**src/rtl/dmem_arb_pkg.sv**
```systemverilog
// Shared types for the data-memory arbiter: read-owner encoding and
// starvation counter width.
package dmem_arb_pkg;
  localparam int STARVE_W = 4;

  typedef enum logic [1:0] {
    OWN_NONE = 2'd0,
    OWN_CORE = 2'd1,
    OWN_EXT  = 2'd2
  } owner_e;
endpackage

```
**src/rtl/arb_starve_ctr.sv**
```systemverilog
// Saturating count of consecutive arbitration losses of the external port.
// Clear has priority over increment; sat flags the count sitting at MAX.
module arb_starve_ctr
  import dmem_arb_pkg::*;
#(
  parameter int MAX = 4
) (
  input  logic clk,
  input  logic reset,
  input  logic inc,
  input  logic clr,
  output logic sat
);

  logic [STARVE_W-1:0] cnt;

  assign sat = (cnt == STARVE_W'(MAX));

  always_ff @(posedge clk or negedge reset) begin
    if (!reset) begin
      cnt <= '0;
    end else if (clr) begin
      cnt <= '0;
    end else if (inc && !sat) begin
      cnt <= cnt + 1'b1;
    end
  end

endmodule

```
**src/rtl/dmem_arbiter.sv**
```systemverilog
// Shares the single-port data memory between the core load/store port and the
// external loader port; core has priority, external is protected from starvation.
module dmem_arbiter
  import dmem_arb_pkg::*;
#(
  parameter int DATA_W     = 32,
  parameter int ADDR_W     = 9,
  parameter int STARVE_MAX = 4
) (
  input  logic              clk,
  input  logic              reset,
  input  logic              core_rd,
  input  logic              core_wr,
  input  logic [ADDR_W-1:0] core_addr,
  input  logic [DATA_W-1:0] core_wr_data,
  output logic              core_stall,
  output logic              core_rvalid,
  output logic [DATA_W-1:0] core_rd_data,
  input  logic              ext_req,
  input  logic              ext_we,
  input  logic [ADDR_W-1:0] ext_addr,
  input  logic [DATA_W-1:0] ext_wdata,
  output logic              ext_gnt,
  output logic              ext_rvalid,
  output logic [DATA_W-1:0] ext_rdata,
  output logic              mem_rd,
  output logic              mem_wr,
  output logic [ADDR_W-1:0] mem_addr,
  output logic [DATA_W-1:0] mem_wr_data,
  input  logic [DATA_W-1:0] mem_rd_data
);

  logic core_req;
  logic core_is_rd;
  logic ext_granted;
  logic core_granted;
  logic starve_inc;
  logic starve_sat;

  owner_e owner;
  owner_e owner_next;

  logic [DATA_W-1:0] core_data_reg;
  logic [DATA_W-1:0] ext_data_reg;

  // A simultaneous write wins over a read on the core port.
  assign core_req     = core_rd | core_wr;
  assign core_is_rd   = core_rd & ~core_wr;
  assign ext_granted  = ext_req & (~core_req | starve_sat);
  assign core_granted = core_req & ~ext_granted;
  assign starve_inc   = ext_req & ~ext_granted;

  assign core_stall = core_req & ~core_granted;
  assign ext_gnt    = ext_granted;

  arb_starve_ctr #(
    .MAX(STARVE_MAX)
  ) u_starve (
    .clk  (clk),
    .reset(reset),
    .inc  (starve_inc),
    .clr  (~starve_inc),
    .sat  (starve_sat)
  );

  always_comb begin
    mem_rd      = 1'b0;
    mem_wr      = 1'b0;
    mem_addr    = '0;
    mem_wr_data = '0;
    if (core_granted) begin
      mem_rd      = core_is_rd;
      mem_wr      = core_wr;
      mem_addr    = core_addr;
      mem_wr_data = core_wr_data;
    end else if (ext_granted) begin
      mem_rd      = ~ext_we;
      mem_wr      = ext_we;
      mem_addr    = ext_addr;
      mem_wr_data = ext_wdata;
    end
  end

  always_comb begin
    owner_next = OWN_NONE;
    if (core_granted && core_is_rd) begin
      owner_next = OWN_CORE;
    end else if (ext_granted && !ext_we) begin
      owner_next = OWN_EXT;
    end
  end

  always_ff @(posedge clk or negedge reset) begin
    if (!reset) begin
      owner         <= OWN_NONE;
      core_data_reg <= '0;
      ext_data_reg  <= '0;
    end else begin
      owner <= owner_next;
      if (owner == OWN_CORE) core_data_reg <= mem_rd_data;
      if (owner == OWN_EXT)  ext_data_reg  <= mem_rd_data;
    end
  end

  // Returned data bypasses the holding register in the return cycle.
  assign core_rvalid  = (owner == OWN_CORE);
  assign ext_rvalid   = (owner == OWN_EXT);
  assign core_rd_data = core_rvalid ? mem_rd_data : core_data_reg;
  assign ext_rdata    = ext_rvalid ? mem_rd_data : ext_data_reg;

endmodule

```
**config.mk**
```make
export PLATFORM = sky130hd
export DESIGN_NAME = dmem_arbiter
export DESIGN_NICKNAME = d
export VERILOG_FILES = /design/src/rtl/dmem_arb_pkg.sv /design/src/rtl/arb_starve_ctr.sv /design/src/rtl/dmem_arbiter.sv
export SDC_FILE = /design/constraint.sdc
export NUM_CORES = 1
export LEC_CHECK = 0
export BUFFER_PORTS_ARGS = -buffer_cell sky130_fd_sc_hd__buf_2
export CORE_MARGIN = 2
export CORE_UTILIZATION = 39
export DETAILED_ROUTE_END_ITERATION = 6
export GPL_TIMING_DRIVEN = 0
export MAX_ROUTING_LAYER = met4
export PLACE_DENSITY = 0.76
export REMOVE_ABC_BUFFERS = 1
export SLEW_MARGIN = 0
export SYNTH_ARGS = -nofsm -noshare
export SYNTH_HDL_FRONTEND = slang
export SYNTH_SLANG_ARGS = --single-unit
```
**constraint.sdc**
```tcl
create_clock -name clk -period 2.2 [get_ports clk]
set_input_delay 0.44 -clock clk [delete_from_list [all_inputs] [get_ports clk]]
set_output_delay 0.44 -clock clk [all_outputs]
set_load 0.1 [all_outputs]
```
### Word-level counts from Yosys, hierarchy flattened

Cells that the tools add are included.

| word-level totals | value |
|---|---|
| register bits after elaboration | 70 |
| bits of input ports | 120 |
| output and inout port bits | 111 |
| word-level logic and storage cells | 40 |

| operators by class | value |
|---|---|
| add/subtract/negate cells | 1 |
| equal/unequal tests | 4 |
| muxes and demuxes | 14 |
| bitwise logic cells | 12 |
| reduce and logical (&&, ||, !) cells | 5 |

Operators by type and width:

| operator | number |
|---|---|
| $mux 32 | 4 |
| $mux 9 | 2 |
| $mux 4 | 2 |
| $and 1x1->1 | 5 |
| $not 1->1 | 5 |
| $add 4x1->4 const B | 1 |
| $eq 4x3->1 const B | 1 |
| $mux 1 | 4 |
| $mux 2 | 2 |
| $logic_and 1x1->1 | 3 |
| $eq 2x1->1 const B | 1 |
| $eq 2x2->1 const B | 1 |
| $logic_not 1->1 | 2 |
| $ne 2x2->1 const B | 1 |
| $or 1x1->1 | 2 |

### Logic depth before layout (Yosys ltp)

| depth | value |
|---|---|
| depth after elaboration | 9 |
| mapped depth | 8 |
| depth with buffers taken out | 5 |

### Cells and area by module

A second synthesis with hierarchy kept.

| second synthesis, totals | value |
|---|---|
| cell total of the unflattened synthesis | 237 |
| area total of the unflattened synthesis | 3370.7 µm² |

By module, submodules not included:

| module | instances | cells each | area an instance (µm²) | sequential area each (µm²) |
|---|---|---|---|---|
| dmem_arbiter | 1 | 213 | 3136.8 | 1651.6 |
| arb_starve_ctr | 1 | 24 | 234.0 | 100.1 |

### Worst setup path before layout

OpenSTA, ideal clock, no wires.

| timing path | value |
|---|---|
| path kind | reg-to-output |
| from | register u_starve.cnt[0] |
| to | output port core_stall |
| arrival time | 2.187 ns |
| required time | 1.760 ns |
| slack | -0.427 ns |
| stages on the path, launching flop included | 7 |
| path buffers | 1 |
| path through | dfrtp_1 -> inv_1 -> ha_1 -> and3b_1 -> buf_6 -> nand2_1 -> nor2_1 |

| on the way | value |
|---|---|
| longest elaborated chain between the ends | 7 |

Ends and longest elaborated chain:

| element | RTL line | RTL |
|---|---|---|
| from (decl) | arb_starve_ctr.sv:15 | `logic [STARVE_W-1:0] cnt;` |
| from (signal assigned) | arb_starve_ctr.sv:25 | `cnt <= cnt + 1'b1;` |
| $eq 4x3->1 | arb_starve_ctr.sv:17 | `assign sat = (cnt == STARVE_W'(MAX));` |
| $or 1x1->1 | dmem_arbiter.sv:49 | `assign ext_granted = ext_req & (~core_req \| starve_sat);` |
| $and 1x1->1 | dmem_arbiter.sv:49 |  |
| $not 1->1 | dmem_arbiter.sv:50 | `assign core_granted = core_req & ~ext_granted;` |
| $and 1x1->1 | dmem_arbiter.sv:50 |  |
| $not 1->1 | dmem_arbiter.sv:53 | `assign core_stall = core_req & ~core_granted;` |
| $and 1x1->1 | dmem_arbiter.sv:53 |  |
| to (decl) | dmem_arbiter.sv:16 | `output logic core_stall,` |

No other way between the ends.

### Worst setup path after layout

| timing path | value |
|---|---|
| from | register u_starve.cnt[1] |
| to | output port mem_wr_data[10] |

| on the way | value |
|---|---|
| longest elaborated chain between the ends | 6 |
| elaborated cells between the ends (all ways) | 7 |
| classes of those cells | eq/ne (1); mux (2); bitwise (4) |

Ends and longest elaborated chain:

| element | RTL line | RTL |
|---|---|---|
| $eq 4x3->1 * | arb_starve_ctr.sv:17 |  |
| $or 1x1->1 * | dmem_arbiter.sv:49 |  |
| $and 1x1->1 * | dmem_arbiter.sv:49 |  |
| $not 1->1 | dmem_arbiter.sv:50 |  |
| $and 1x1->1 | dmem_arbiter.sv:50 |  |
| $mux 32 * | dmem_arbiter.sv:71 | `if (core_granted) begin` |
| to (decl) | dmem_arbiter.sv:29 | `output logic [DATA_W-1:0] mem_wr_data,` |

Every way passes the cells marked *; elsewhere a longest branch is shown, timed or not.

==> impl_metrics.yaml <==
status:
  run_status: "finished with violations"
  violations_in_the_final_reports: "setup timing"
setup_path:
  critical_path_peak_fanout: 11
  worst_setup_path_start_kind: "register"
  worst_setup_path_end_kind: "output port"
  worst_ep_arrival_time_ns: 2.07
  critical_path_class: "register to output port"
  critPathRequiredTime_ns: 1.76
  worstPathCellList: "inv_1 > ha_2 > and3b_4 > a21oi_4 > buf_12 > a22o_1 > buf_8"
  critPathMaxStageDelay_ns: 0.40
  cp_slowest_cell: "sky130_fd_sc_hd__dfrtp_1"
layout:
  area_growth_syn_to_layout_pct: 111
  commonest_non_fill_non_tap_cell_in_the_layout: "sky130_fd_sc_hd__buf_2"
  most-common-layout-cells: "125 x sky130_fd_sc_hd__buf_2, 74 x sky130_fd_sc_hd__buf_12, 69 x sky130_fd_sc_hd__dfrtp_1"
  num-fill-cells: 361
  stdcell_area_sq_um: 6650
  final_nets: 602
  post_route_cells_drive_above_1_share_pct: 76.3
timing:
  final_hold_viol_count: 0
  layout_worst_path_cycle_share_pct: 114
  achievable-frequency_mhz: 398
  clock-skew-final_ns: 0.00705
  fin_tns_setup_ns: -11.64
  fin_crit_ns: 2.51
  postLayoutSetupSlackWorst_ns: -0.314
  maxSlewViolCount: 0
  setup_viol_count_final: 45
  rsz0062_at_grt: "true"
  worstMarginPinSlew_ns: 0.878
  timing.slew.headroom_pct: 41.5
run:
  maxCapViolations: 0
synthesis:
  synth.top_cell.area_share_pct: 55.5
  synthDominantAreaCellType: "sky130_fd_sc_hd__dfrtp_1"
  yosys.cell_types.count: 25
  ys.warnings.count: 0
  syn_inst: 225
  cell_area_after_synthesis_sq_um: 3160
  synth_edf_count: 0
  ys_seq_area_share_pct: 55.5
  postSynth.topFlopCell: "sky130_fd_sc_hd__dfrtp_1"
  asyncSetResetFlopFracSynth_pct: 100
  ys_ff_latch: 70
  syn_avg_cell_area_sq_um: 14.0
  ys_top_cells_by_area: "sky130_fd_sc_hd__dfrtp_1 55%, sky130_fd_sc_hd__mux2_2 23%, sky130_fd_sc_hd__a22o_1 11%"
cts:
  clockBufferDepth: 2
  clock-sinks: 70
  clock-root-buffer: "sky130_fd_sc_hd__clkbuf_8"
  tritoncts: "done"
  h_tree_level_count: 3
  cts_buffers: 9
  clkTransAtPathRegs_ns: 0.08
  insertion_delay_ns: 0.33
  cts_hold_repair.buffers: 0
placement:
  dp_hpwl_um: 7220
  portBuffers: 230
  placedInstanceArea_sq_um: 4350
  gp_congestion: 0.816
  pre_cts_slack_ns: -1.08
drt:
  wirelength_um: 15200
  via_count: 3258
  detail_route.wl_per_cell_um: 25.8
  drt_first_pass_iters: 4
  first_iter_violations: 103
  route.detailed.drc: 0
  routed_via_density: 5.54
  final_antenna_net_count: 0
die:
  starting_utilization_of_the_core_area_pct: 40.7
  floorplan_core_area_sq_um: 7770
  die_w_um: 94.0
  fp.dieArea_sq_um: 8830
  rows: 32
  chipHeight_um: 94.0
  ios: 231
pwr:
  p_per_area_nw_per_um2: 1130
  p_int_mw: 3.84
  leakagePower_nw: 3.27
  clockPowerShare_pct: 18.6
  comb_power_share_pct: 59.7
  swShare_pct: 48.8
  vdd_drop_max_v: 0.000556
  seqPwrFrac_pct: 21.7
  p_switching_mw: 3.66
global_routing:
  first_global_vias: 3310
  gr-total-overflow: 0
  largest_net_degree_at_the_start_of_global_routing: 71
  track_usage_pct: 30.2
  grt_antenna_before_repair: 1
  global_route_wire_length_before_repair_um: 18900
hold_path:
  hold_path_class: "input port to asynchronous set/reset pin"
-- metal layers --
layer / share of wire, % / vias up / global-route usage (%)
met2: 54 / 213 / 54.6
met5: 0 / - / -
met1: 35 / 1646 / 32.1
met3: 7.4 / 42 / 6.58
met4: 3.4 / 0 / 11.8
li1: - / 1357 / -
-- path summary, 6_finish.rpt --
check	cells after the start	end	from	slack [ns]
min in group clk	2	owner[1]	ext_we	0.31
hold / removal	1	ext_data_reg[18]	reset	0.22
max in group asynchronous	1	owner[1]	reset	1.37
setup / recovery	7	mem_wr_data[10]	u_starve.cnt[1]	-0.31
hold reg to reg	1	ext_data_reg[22]	ext_data_reg[22]	0.50
setup reg to reg	8	u_starve.cnt[1]	u_starve.cnt[1]	0.44
-- power by group through the flow --
stage	Sequential, mW	Combinational, mW	Clock, mW
after CTS	1.60	4.17	1.41
final	1.63	4.48	1.40
after floorplan	1.60	2.88	0
after detailed placement	1.63	3.37	0
after global placement	1.61	3.34	0
after global routing	1.65	4.56	1.47
-- stage by stage --
stage / std cells / power [mW] / util, % / hold WS [ns]
2_1_floorplan: 206 / 4.48 / - / 0.144
4_1_cts: 584 / 7.18 / 79.9 / 0.243
3_3_place_gp: 538 / 4.95 / 55.4 / 0.475
6_report: 588 / 7.51 / 85.6 / 0.222
3_5_place_dp: 539 / 5.00 / 56.0 / 0.481
5_1_grt: 588 / 7.69 / 85.6 / 0.280
-- what timing repair did --
item / CTS / global route
setup buffers: 20 / 5
gates resized for setup: 363 / 90
setup endpoints to repair: 111 / 103
cloned: 11 / 0
hold endpoints to repair: 0 / 0
pin swaps: 38 / 3
-- cells by family (layout without fill, tap and decap cells) --
family          after synthesis  count (layout)  share of synthesized area (%)
fa+ha+maj                     2               2                          0.792
simple gates                 17              21                           2.93
buf+inv                      24             274                           4.79
mux                          64              64                           22.8
other cells                   0               1                              0
compound gates               46              52                           12.6
flops                        70              70                           55.5
xor+xnor                      2               2                          0.555
-- critical path: cells and delay by family, from the launching register on --
kind	cells	cell delay, ns
flip-flops	1	0.40
AO/OA/AOI/OAI	2	0.37
adder cells (fa/ha/maj)	1	0.20
buffers and inverters	3	0.43
AND/OR/NAND/NOR	1	0.34
-- synthesized netlist by cell type (all sizes together), types with 2 or more instances --
master  instances
nor4            2
nand2b          2
ha              2
and3            2
dfrtp          70
nand2           3
a21oi           2
inv             5
xnor2           2
clkbuf          2
mux2           64
buf            17
nor2            3
a22o           41
-- cell type report --
type,count,area (sq um),area share (%)
Antenna cell,1,2.50,0.0376
Clock buffer,11,141,2.13
Clock inverter,5,129,1.94
Inverter,5,18.8,0.282
Multi-Input combinational cell,141,1780,26.8
Sequential cell,70,1750,26.4
Tap cell,102,128,1.92
Timing Repair Buffer,253,2700,40.6
No activity file was read; power rests on OpenSTA's default activity.
